[src/rtl/spi_master_calc_if.sv]
// Host handshake and SPI pin bundle for the calculator-link SPI initiator.
// The master modport is the initiator's view; slave is the host/slave-side view.
interface spi_master_calc_if;
    logic       start;
    logic [7:0] x_in;
    logic [7:0] y_in;
    logic       busy;
    logic       done;
    logic [7:0] result;
    logic       spi_cs_n;
    logic       spi_sclk;
    logic       spi_mosi;
    logic       spi_miso;

    modport master (
        input  start, x_in, y_in, spi_miso,
        output busy, done, result, spi_cs_n, spi_sclk, spi_mosi
    );

    modport slave (
        output start, x_in, y_in, spi_miso,
        input  busy, done, result, spi_cs_n, spi_sclk, spi_mosi
    );
endinterface

[src/rtl/spi_master_calc.sv]
// SPI initiator (mode 0, MSB first) for the calculator link.
// One accepted start produces one CS-framed 24-bit transfer: X, Y, then a
// read-back byte whose MISO content becomes the result.
//
// state | meaning
// ------+--------------------------------------------------------------
// IDLE  | CS high, waiting for start
// SETUP | CS low, SCLK low, first MOSI bit presented, CLK_DIV cycles
// SHIFT | 24 SCLK periods, CLK_DIV cycles low then CLK_DIV cycles high
// HOLD  | SCLK low, CS still low, CLK_DIV cycles before releasing CS
// GAP   | CS high, CLK_DIV cycles of deselect time, done pulses first cycle
module spi_master_calc #(
    parameter int CLK_DIV = 4
) (
    input  logic              clk,
    input  logic              rst_n,
    spi_master_calc_if.master bus
);

    localparam int DIV_W = (CLK_DIV > 1) ? $clog2(CLK_DIV) : 1;
    localparam logic [DIV_W-1:0] DIV_LOAD = DIV_W'(CLK_DIV - 1);
    localparam logic [4:0] LAST_BIT = 5'd23;

    typedef enum logic [2:0] {
        IDLE  = 3'd0,
        SETUP = 3'd1,
        SHIFT = 3'd2,
        HOLD  = 3'd3,
        GAP   = 3'd4
    } state_t;

    state_t           state, state_n;
    logic [DIV_W-1:0] div_cnt, div_n;
    logic [4:0]       bit_cnt, bit_n;
    logic [23:0]      tx_shift, tx_n;
    logic [7:0]       rx_shift, rx_n;
    logic             cs_n_q, cs_n_n;
    logic             sclk_q, sclk_n;
    logic             mosi_q, mosi_n;
    logic             busy_q, busy_n;
    logic             done_q, done_n;
    logic [7:0]       result_q, result_n;
    logic             div_tc;

    // Phase timer is a down-counter; terminal count marks the last cycle of a phase.
    assign div_tc = (div_cnt == '0);

    // State and all output registers; reset aborts any frame immediately.
    always_ff @(posedge clk or negedge rst_n) begin
        if (!rst_n) begin
            state    <= IDLE;
            div_cnt  <= '0;
            bit_cnt  <= '0;
            tx_shift <= '0;
            rx_shift <= '0;
            cs_n_q   <= 1'b1;
            sclk_q   <= 1'b0;
            mosi_q   <= 1'b0;
            busy_q   <= 1'b0;
            done_q   <= 1'b0;
            result_q <= '0;
        end else begin
            state    <= state_n;
            div_cnt  <= div_n;
            bit_cnt  <= bit_n;
            tx_shift <= tx_n;
            rx_shift <= rx_n;
            cs_n_q   <= cs_n_n;
            sclk_q   <= sclk_n;
            mosi_q   <= mosi_n;
            busy_q   <= busy_n;
            done_q   <= done_n;
            result_q <= result_n;
        end
    end

    // Next-state and next-output logic; every SPI pin comes straight from a flop.
    always_comb begin
        state_n  = state;
        div_n    = div_cnt;
        bit_n    = bit_cnt;
        tx_n     = tx_shift;
        rx_n     = rx_shift;
        cs_n_n   = cs_n_q;
        sclk_n   = sclk_q;
        mosi_n   = mosi_q;
        busy_n   = busy_q;
        done_n   = 1'b0;
        result_n = result_q;

        case (state)
            IDLE: begin
                if (bus.start) begin
                    tx_n    = {bus.x_in, bus.y_in, 8'h00};
                    mosi_n  = bus.x_in[7];
                    rx_n    = '0;
                    bit_n   = '0;
                    div_n   = DIV_LOAD;
                    cs_n_n  = 1'b0;
                    sclk_n  = 1'b0;
                    busy_n  = 1'b1;
                    state_n = SETUP;
                end
            end

            SETUP: begin
                if (div_tc) begin
                    div_n   = DIV_LOAD;
                    state_n = SHIFT;
                end else begin
                    div_n = div_cnt - DIV_W'(1);
                end
            end

            SHIFT: begin
                if (!div_tc) begin
                    div_n = div_cnt - DIV_W'(1);
                end else begin
                    div_n = DIV_LOAD;
                    if (!sclk_q) begin
                        sclk_n = 1'b1;
                    end else begin
                        // Last cycle of the high phase: sample MISO, then drop
                        // SCLK and advance MOSI together on the falling edge.
                        rx_n   = {rx_shift[6:0], bus.spi_miso};
                        sclk_n = 1'b0;
                        tx_n   = {tx_shift[22:0], 1'b0};
                        mosi_n = tx_shift[22];
                        if (bit_cnt == LAST_BIT) begin
                            state_n = HOLD;
                        end else begin
                            bit_n = bit_cnt + 5'd1;
                        end
                    end
                end
            end

            HOLD: begin
                if (div_tc) begin
                    // Only the last eight sampled bits (byte 3) survive in rx_shift.
                    div_n    = DIV_LOAD;
                    cs_n_n   = 1'b1;
                    done_n   = 1'b1;
                    result_n = rx_shift;
                    state_n  = GAP;
                end else begin
                    div_n = div_cnt - DIV_W'(1);
                end
            end

            GAP: begin
                if (div_tc) begin
                    busy_n  = 1'b0;
                    state_n = IDLE;
                end else begin
                    div_n = div_cnt - DIV_W'(1);
                end
            end

            default: begin
                state_n = IDLE;
                cs_n_n  = 1'b1;
                sclk_n  = 1'b0;
                busy_n  = 1'b0;
            end
        endcase
    end

    assign bus.spi_cs_n = cs_n_q;
    assign bus.spi_sclk = sclk_q;
    assign bus.spi_mosi = mosi_q;
    assign bus.busy     = busy_q;
    assign bus.done     = done_q;
    assign bus.result   = result_q;

endmodule

[src/flat_wrapper.sv]
// flat-port wrapper written by rule: the top's interface ports become plain ports
module spi_master_calc_flat 
#(
    parameter int CLK_DIV = 4
)
  (clk, rst_n, bus_start, bus_x_in, bus_y_in, bus_spi_miso, bus_busy, bus_done, bus_result, bus_spi_cs_n, bus_spi_sclk, bus_spi_mosi);
  spi_master_calc_if bus_i ();
  input  logic clk;
  input  logic rst_n;
  input wire logic [$bits(bus_i.start)-1:0] bus_start;
  input wire logic [$bits(bus_i.x_in)-1:0] bus_x_in;
  input wire logic [$bits(bus_i.y_in)-1:0] bus_y_in;
  input wire logic [$bits(bus_i.spi_miso)-1:0] bus_spi_miso;
  output wire logic [$bits(bus_i.busy)-1:0] bus_busy;
  output wire logic [$bits(bus_i.done)-1:0] bus_done;
  output wire logic [$bits(bus_i.result)-1:0] bus_result;
  output wire logic [$bits(bus_i.spi_cs_n)-1:0] bus_spi_cs_n;
  output wire logic [$bits(bus_i.spi_sclk)-1:0] bus_spi_sclk;
  output wire logic [$bits(bus_i.spi_mosi)-1:0] bus_spi_mosi;
  assign bus_i.start = bus_start;
  assign bus_i.x_in = bus_x_in;
  assign bus_i.y_in = bus_y_in;
  assign bus_i.spi_miso = bus_spi_miso;
  assign bus_busy = bus_i.busy;
  assign bus_done = bus_i.done;
  assign bus_result = bus_i.result;
  assign bus_spi_cs_n = bus_i.spi_cs_n;
  assign bus_spi_sclk = bus_i.spi_sclk;
  assign bus_spi_mosi = bus_i.spi_mosi;
  spi_master_calc #(.CLK_DIV(CLK_DIV)) u_core (.clk(clk), .rst_n(rst_n), .bus(bus_i));
endmodule
[config.mk]
export PLATFORM = sky130hd
export DESIGN_NAME = spi_master_calc_flat
export DESIGN_NICKNAME = d
export VERILOG_FILES = /design/src/rtl/spi_master_calc_if.sv /design/src/rtl/spi_master_calc.sv /design/src/flat_wrapper.sv
export SDC_FILE = /design/constraint.sdc
export NUM_CORES = 1
export LEC_CHECK = 0
export BUFFER_PORTS_ARGS = -buffer_cell sky130_fd_sc_hd__clkbuf_2
export CORE_MARGIN = 1
export CORE_UTILIZATION = 45
export DETAILED_ROUTE_END_ITERATION = 12
export PLACE_DENSITY = 0.66
export SYNTH_ARGS = -nofsm -noshare
export SYNTH_HDL_FRONTEND = slang
export SYNTH_SLANG_ARGS = --single-unit
[constraint.sdc]
create_clock -name clk -period 2.35 [get_ports clk]
set_input_delay 0.3525 -clock clk [delete_from_list [all_inputs] [get_ports clk]]
set_output_delay 0.3525 -clock clk [all_outputs]
set_load 0.03 [all_outputs]
Yosys cells after proc, flatten, opt, wreduce, memory -nomap -nowiden
Cells that the tools add are included.
- register bits after elaboration: 54
- input port bits: 20
- output and inout port bits: 13
- word-level logic and storage cells: 85
- add/subtract/negate cells: 2
- eq/ne operators: 14
- mux-type cells: 40
- bitwise operators: 3
- reductions and logical operators: 15
- operator list (kind ; count):
    2-to-1 mux 23 bit ; 3
    case mux 23 bit (2 select lines) ; 1
    2-to-1 mux 8 bit ; 3
    2-to-1 mux 3 bit ; 7
    2-to-1 mux 5 bit ; 4
    case mux 8 bit (2 select lines) ; 1
    case mux 3 bit (5 select lines) ; 1
    inequality test 2 x 1 -> 1 bit (second input constant) ; 6
    AND reduction 3 bit ; 4
    2-to-1 mux 1 bit ; 11
    case mux 5 bit (2 select lines) ; 1
    case mux 1 bit (3 select lines) ; 3
    OR reduction 3 bit ; 3
    AND reduction 7 bit ; 1
    equality test 3 x 2 -> 1 bit (second input constant) ; 2
    2-to-1 mux 2 bit ; 3
    inequality test 2 bit (second input constant) ; 3
    case mux 2 bit (3 select lines) ; 1
    adder 5 x 1 -> 5 bit (second input constant) ; 1
    equality test 5 bit (second input constant) ; 1
    AND reduction 5 bit ; 1
    AND reduction 4 bit ; 1
    equality test 3 x 1 -> 1 bit (second input constant) ; 1
    equality test 3 bit (second input constant) ; 1
    8 further kinds ; 10

Depth between registers and ports, before layout
Gate-level depths: netlist (run 1).
- word-level depth: 5
- mapped depth: 9
- mapped depth without buffers: 6

Worst setup path after synthesis (run 1)
No wires, ideal clock.
- kind: reg2reg
- start point: register u_core.div_cnt[0]
- end point: register u_core.mosi_q, in the netlist u_core.bus.spi_mosi
- library setup time: 0.133 ns
- arrival time: 1.423 ns
- required time: 2.217 ns
- slack: 0.794 ns
- cell stages (with the launch flop): 10
- buffers on the path: 3
- period minus slack after synthesis: 1.556 ns
- path through: dfrtp_1 > inv_1 > ha_1 > buf_2 > and3_1 > o21ai_2 > buf_4 > buf_4 > nand2_1 > o21ai_0
- word-level cells in the longest chain between the ends: 3
- RTL lines (item ; line ; source):
    start: declaration ; spi_master_calc.sv:33 ; logic [DIV_W-1:0] div_cnt, div_n;
    start signal: assignment ; spi_master_calc.sv:64 ; div_cnt <= div_n;
    zero test 2 bit ; spi_master_calc.sv:46 ; assign div_tc = (div_cnt == '0);
    inequality test 2 x 1 -> 1 bit (no line) ; n/a ;
    AND reduction 4 bit (no line) ; n/a ;
    end signal: assignment ; spi_master_calc.sv:70 ; mosi_q <= mosi_n;
    end: declaration ; spi_master_calc.sv:39 ; logic mosi_q, mosi_n;
No other way between the ends.
A chain may end at the register's enable or synchronous reset.

Final worst setup path (run 1)
- start point: register u_core.div_cnt[0]
- end point: register u_core.tx_shift[17]
- word-level cells in the longest chain between the ends: 3
- RTL lines (item ; line ; source):
    zero test 2 bit ; spi_master_calc.sv:46 ;
    inequality test 2 x 1 -> 1 bit (no line) ; n/a ;
    AND reduction 4 bit (no line) ; n/a ;
    end signal: assignment ; spi_master_calc.sv:66 ; tx_shift <= tx_n;
    end: declaration ; spi_master_calc.sv:35 ; logic [23:0] tx_shift, tx_n;
No other way between the ends.

==> reports/qor.yml, run 1 <==
yosysWarningCount: 0
grt_pass1_wl_um: 6330
power.leakage_nw: 1.21
critical-path-slowest-cell: "dfrtp_1"
insertion_delay_ns: 0.30
vias: 1515
detail-route-antenna-nets: 0
clockRootBuffer: "clkbuf_8"
dpl.cell_count: 295
path_clk_slew_ns: 0.09
cts.sinks: 46
slew_headroom_pct: 66.6
synth_seq_cells: 46
initial_core_util_pct: 47.8
fill_cells: 411
final_cell_mix: "nand2_1 (62), dfrtp_1 (45), clkbuf_2 (32), o21ai_0 (29), mux2i_1 (16)"
dpl.hpwl_um: 2440
io_pins: 33
tns_ns: 0
syn-cell-area_um2: 2140
worst_ep_arrival_time_ns: 1.93
rows: 24
path_max_fanout: 48
wirelength_um: 3540
cpPeakStageDelay_ns: 0.37
p_per_area_nw_per_um2: 1080
ys.flop_type: "dfrtp_1"
chipHeight_um: 71.0
max_freq_mhz: 566
period_needed_ns: 1.77
htreeDepth: 2
grt_overflow_total: 0
skew_ns: 0.00885
holdCritPathClass: "in -> reg"
synth-seq-area-share_pct: 53.9
status: "completed"
crit_required_ns: 2.52
drv_cap: 0
slew_viol_final: 0
viasPerCell: 4.98
die_w_um: 71.0
synthArstFlopShare_pct: 100
ir_worst_vdd_v: 0.000639
hold-worst-slack_ns: 0.277
cts_tree: "yes"
synthesis.nets: 239
die_area_um2: 5030
tightest_slew_ns: 0.496
grt_max_degree: 49
drtIter0Drc: 90
diodes: 0
portBuffers: 32
gp_congestion: 0.790
cp-start-kind: "register"
crit_chain: "inv_1, ha_1, and3_1, o21ai_2, buf_4, o21ai_0"
crit_type: "reg -> reg"
yosysUniqueCellTypes: 39
cts.repair.resized: 0
design.final.nets: 273
area_growth_syn_to_layout_pct: 15.0
wire_per_inst_um: 11.6
coreArea_um2: 4470
final_common_cell: "nand2_1"
grt_pass1_vias: 1424
period_share_pct: 75.2
drive_gt1_share_pct: 20.2
multi_input_area_um2: 898
cts_setup_buffers: 0
rsz0062_at_grt: "no"
cts_buffers: 5
grt_use_total_pct: 16.3
grt_antenna_before_repair: 0
setup_violations: 0
synth_edf_count: 0
seqCellArea_um2: 1150
synthCells: 217
drc: 0
finalNonFillerCells: 304
hold_viol: 0
first_pass_iters: 6
syn-mean-instance-area_um2: 9.86
crit_path_end_kind: "register"
clockBufferDepth: 2
cell type report:
class	instances	area share [%]
Tap cell	52	2.64
Multi-Input combinational cell	154	36.5
Sequential cell	46	46.8
Clock buffer	6	2.95
Inverter	5	0.763
Clock inverter	2	1.53
Timing Repair Buffer	39	8.75
critical path: cells and delay by family (launching register included):
family / cells / cell delay (ns)
AOI/OAI and AO/OA: 2 / 0.26
buffers and inverters: 2 / 0.40
and+or+nand+nor: 1 / 0.25
adders and majority gates: 1 / 0.33
DFF: 1 / 0.37
where the power goes:
part           total (mW)  switching [mW]  internal [mW]
Sequential           1.19           0.179           1.01
Clock               0.579           0.262          0.317
Combinational       0.883           0.520          0.363
Total                2.65           0.961           1.69
what timing repair did:
item                       CTS  global route
setup endpoints to repair    0             0
hold endpoints to repair    11             0
hold buffers                 1             0
Yosys cell counts, types with 2 or more instances:
cell type	number	share of area (%)
a211oi_1	2	0.70
a21o_1	2	0.70
a21oi_1	3	0.70
buf_2	4	0.94
buf_4	5	1.8
clkbuf_1	2	0.35
dfrtp_1	45	53
ha_1	2	1.2
inv_1	4	0.70
mux2i_1	16	7.5
nand2_1	62	11
nand2b_1	3	0.88
nand3_1	5	1.2
nor2_1	6	1.1
o21ai_0	29	6.8
o2bb2ai_1	2	0.82
xor2_1	3	1.2
layer usage:
| metal | global-route usage (%) | vias to the layer above | part of all wire [%] |
|---|---|---|---|
| li1 | - | 806 | - |
| met1 | 22.1 | 674 | 49 |
| met2 | 25.2 | 30 | 45 |
| met3 | 3.85 | 5 | 3.6 |
| met4 | 6.67 | 0 | 1.8 |
| met5 | 0 | - | 0 |
registers in the layout, indices dropped and copies added, names as in the netlist, 2 cells and up:
signal             flops
u_core.rx_shift        8
u_core.state           3
u_core.div_cnt         2
u_core.bit_cnt         5
u_core.tx_shift       15
u_core.bus.result      8
worst paths after layout:
check                                startpoint                   end  slack [ns]  cells after the start
min                                bus_spi_miso    u_core.rx_shift[0]        0.28                      3
max                           u_core.div_cnt[0]   u_core.tx_shift[17]        0.58                      6
max in group asynchronous                 rst_n     u_core.bit_cnt[2]        1.28                      3
min in group asynchronous                 rst_n       u_core.state[0]        0.47                      2
max reg2reg                   u_core.div_cnt[0]   u_core.tx_shift[17]        0.58                      6
min reg2reg                u_core.bus.result[7]  u_core.bus.result[7]        0.48                      2
kinds of logic (layout without fill, tap and decap cells):
group	after synthesis	count (layout)	synth area share, %
simple gates	87	87	19.1
flops	46	46	53.9
compound gates	45	45	12.3
buf+inv	17	52	4.44
mux	16	16	7.49
xor+xnor	4	4	1.64
fa+ha+maj	2	2	1.17
through the flow:
step | total power, mW | instance area [um^2] | utilization, % | worst slack, ns
after floorplan | 1.91 | 2140 | - | 0.794
after global placement | 2.08 | 2340 | 52.3 | 0.623
after detailed placement | 2.11 | 2340 | 52.3 | 0.596
after CTS | 2.69 | 2460 | 55.0 | 0.577
after global routing | 2.88 | 2460 | 55.0 | 0.393
final | 2.65 | 2460 | 55.0 | 0.583
Power figures use the tool's default switching activity.
==> run 2, diff against run 1 <==
==> constraint.sdc (replaced) <==
create_clock -name clk -period 1.72 [get_ports clk]
set_input_delay 0.258 -clock clk [delete_from_list [all_inputs] [get_ports clk]]
set_output_delay 0.258 -clock clk [all_outputs]
set_load 0.03 [all_outputs]
==> run 2 against run 1 <==
- clock-buffer cell count is the same
- combinational power up 56%
- highest routed layer unchanged
- cell area rose by 1.8%
- non-clock buffer count is 5 higher
==> reports/qor.yml, run 2 (synthesis results as in run 1) <==
period_needed_ns: 1.59  # -0.180 ns
dpl.hpwl_um: 2570  # +5.3%
path_max_fanout: 6  # -88%
holdCritPathClass: "in -> reg"
tightest_slew_ns: 0.349  # -0.147 ns
hold_start: "bus_spi_miso"
cpPeakStageDelay_ns: 0.42  # +0.05 ns
crit_start: "u_core.bit_cnt[0]"
crit_required_ns: 1.91  # -0.61 ns
initial_core_util_pct: 47.8  # unchanged
cts_buffers: 5  # unchanged
die_area_um2: 5030  # unchanged
drive_gt1_share_pct: 22.2  # +1.9 points
grt_pass1_vias: 1530  # +7.4%
area_growth_syn_to_layout_pct: 17.0
switchingPower_mw: 1.36  # +41%
switching_share_pct: 37.6  # +1.4 points
diodes: 0  # unchanged
combPwrFrac_pct: 38.2  # +4.9 points
cts.sinks: 46  # unchanged
tns_ns: 0  # unchanged
slew_viol_final: 0  # unchanged
detail-route-antenna-nets: 0  # unchanged
crit_chain: "ha_1, and4b_1, nand4b_4, and2_4, a22o_1"
hold-worst-slack_ns: 0.172  # -0.105 ns
chipHeight_um: 71.0  # unchanged
grt_antenna_before_repair: 0  # unchanged
worst_ep_arrival_time_ns: 1.78  # -0.15 ns
drc: 0  # unchanged
portBuffers: 32  # unchanged
path_clk_slew_ns: 0.09  # about the same
grt_max_degree: 49  # unchanged
grt_pass1_wl_um: 6810  # +7.5%
final_common_cell: "nand2_1"
io_pins: 33  # unchanged
vias: 1551  # +2.4%
insertion_delay_ns: 0.30  # about the same
layout_setup_ws_ns: 0.133  # -0.450 ns
cts_setup_buffers: 0  # unchanged
viasPerCell: 5.02  # +0.72%
ir_worst_vdd_v: 0.000707  # +11%
r2r_start: "u_core.bit_cnt[0]"
largest_register: "u_core.tx_shift"
coreArea_um2: 4470  # unchanged
die_w_um: 71.0  # unchanged
drv_cap: 0  # unchanged
clockBufferDepth: 2  # unchanged
design.final.nets: 278  # +1.8%
power.leakage_nw: 1.24  # +2.5%
setup_violations: 0  # unchanged
rsz0062_at_grt: "no"
gp_congestion: 0.796  # +0.84%
hold_viol: 0  # unchanged
crit_path_end_kind: "register"
critical-path-slowest-cell: "dfrtp_1"
clockRootBuffer: "clkbuf_8"
rows: 24  # unchanged
cts_tree: "yes"
intPower_mw: 2.25  # +33%
first_pass_iters: 6  # unchanged
final_cell_mix: "nand2_1 (62), dfrtp_1 (45), clkbuf_2 (32), o21ai_0 (29), mux2i_1 (16)"
power_frac_seq_pct: 44.1  # -0.8 points
max_freq_mhz: 630  # +11%
slew_headroom_pct: 76.6  # +10 points
largest_reg_flops: 15  # unchanged
skew_ns: 0.00876  # -0.0000894 ns
cp-start-kind: "register"
p_per_area_nw_per_um2: 1440  # +34%
crit_type: "reg -> reg"
power.share.clock_pct: 17.7  # -4.1 points
grt_overflow_total: 0  # unchanged
grt_use_total_pct: 17.4  # +1.1 points
htreeDepth: 2  # unchanged
status: "completed"
wire_per_inst_um: 11.9  # +2.4%
pre_cts_ws_ns: 0.117  # -0.479 ns
wirelength_um: 3680  # +4.0%
drtIter0Drc: 85  # -5.6%
fill_cells: 422  # +2.7%
period_share_pct: 92.3  # +17 points
==> run 2: worst max-delay path, delay by kind of cell, from the launching register on <==
kind,cells,cell delay [ns]
AND/OR/NAND/NOR,3,0.59
flip-flops,1,0.42
adder cells (fa/ha/maj),1,0.25
AO/OA/AOI/OAI,1,0.22
==> run 2: final timing paths <==
| kind | end | slack, ns | cells past startpoint |
|---|---|---|---|
| worst max register to register | u_core.bit_cnt[2] | 0.13 | 5 |
| worst min-delay path | u_core.rx_shift[0] | 0.17 | 3 |
| min in group asynchronous | u_core.bus.result[5] | 0.48 | 3 |
| worst min register to register | u_core.bus.result[7] | 0.47 | 2 |
| max in group asynchronous | u_core.bus.spi_cs_n | 0.97 | 3 |
| worst max-delay path | u_core.bit_cnt[2] | 0.13 | 5 |
==> run 2: power groups by stage <==
stage	sequential (mW)	combinational (mW)	clock (mW)
2_1_floorplan	1.67	0.935	0
3_5_place_dp	1.61	1.39	0
4_1_cts	1.60	1.39	0.659
6_report	1.59	1.38	0.638
5_1_grt	1.64	1.57	0.712
3_3_place_gp	1.60	1.35	0
==> run 2: metrics by stage <==
| stage | util [%] | power, mW | instances | cell area (um^2) |
|---|---|---|---|---|
| floorplan | - | 2.60 | 217 | 2140 |
| global placement | 53.7 | 2.95 | 300 | 2400 |
| detailed placement | 53.7 | 3.00 | 300 | 2400 |
| CTS | 55.8 | 3.64 | 309 | 2500 |
| global route | 56.0 | 3.93 | 309 | 2500 |
| finish | 56.0 | 3.61 | 309 | 2500 |
==> run 2: area by class of cell <==
cell class	instances	area, um^2	area share [%]
Multi-Input combinational cell	154	903	36.1
Clock buffer	6	72.6	2.90
Sequential cell	46	1150	46.0
Clock inverter	2	13.8	0.550
Inverter	5	18.8	0.750
Tap cell	52	65.1	2.60
Timing Repair Buffer	44	278	11.1
==> run 2: per-layer routing <==
metal,part of all wire (%),vias up,track usage (%)
met5,0,-,0
met4,1.7,0,6.67
met3,2.9,6,3.85
met2,47,24,28.6
met1,48,705,22.6
li1,-,816,-
==> run 2: timing repair <==
item	4_1_cts	5_1_grt
endpoints found under the setup margin	0	2
gates resized for setup	0	1
hold endpoints to repair	45	0
hold buffers	1	0
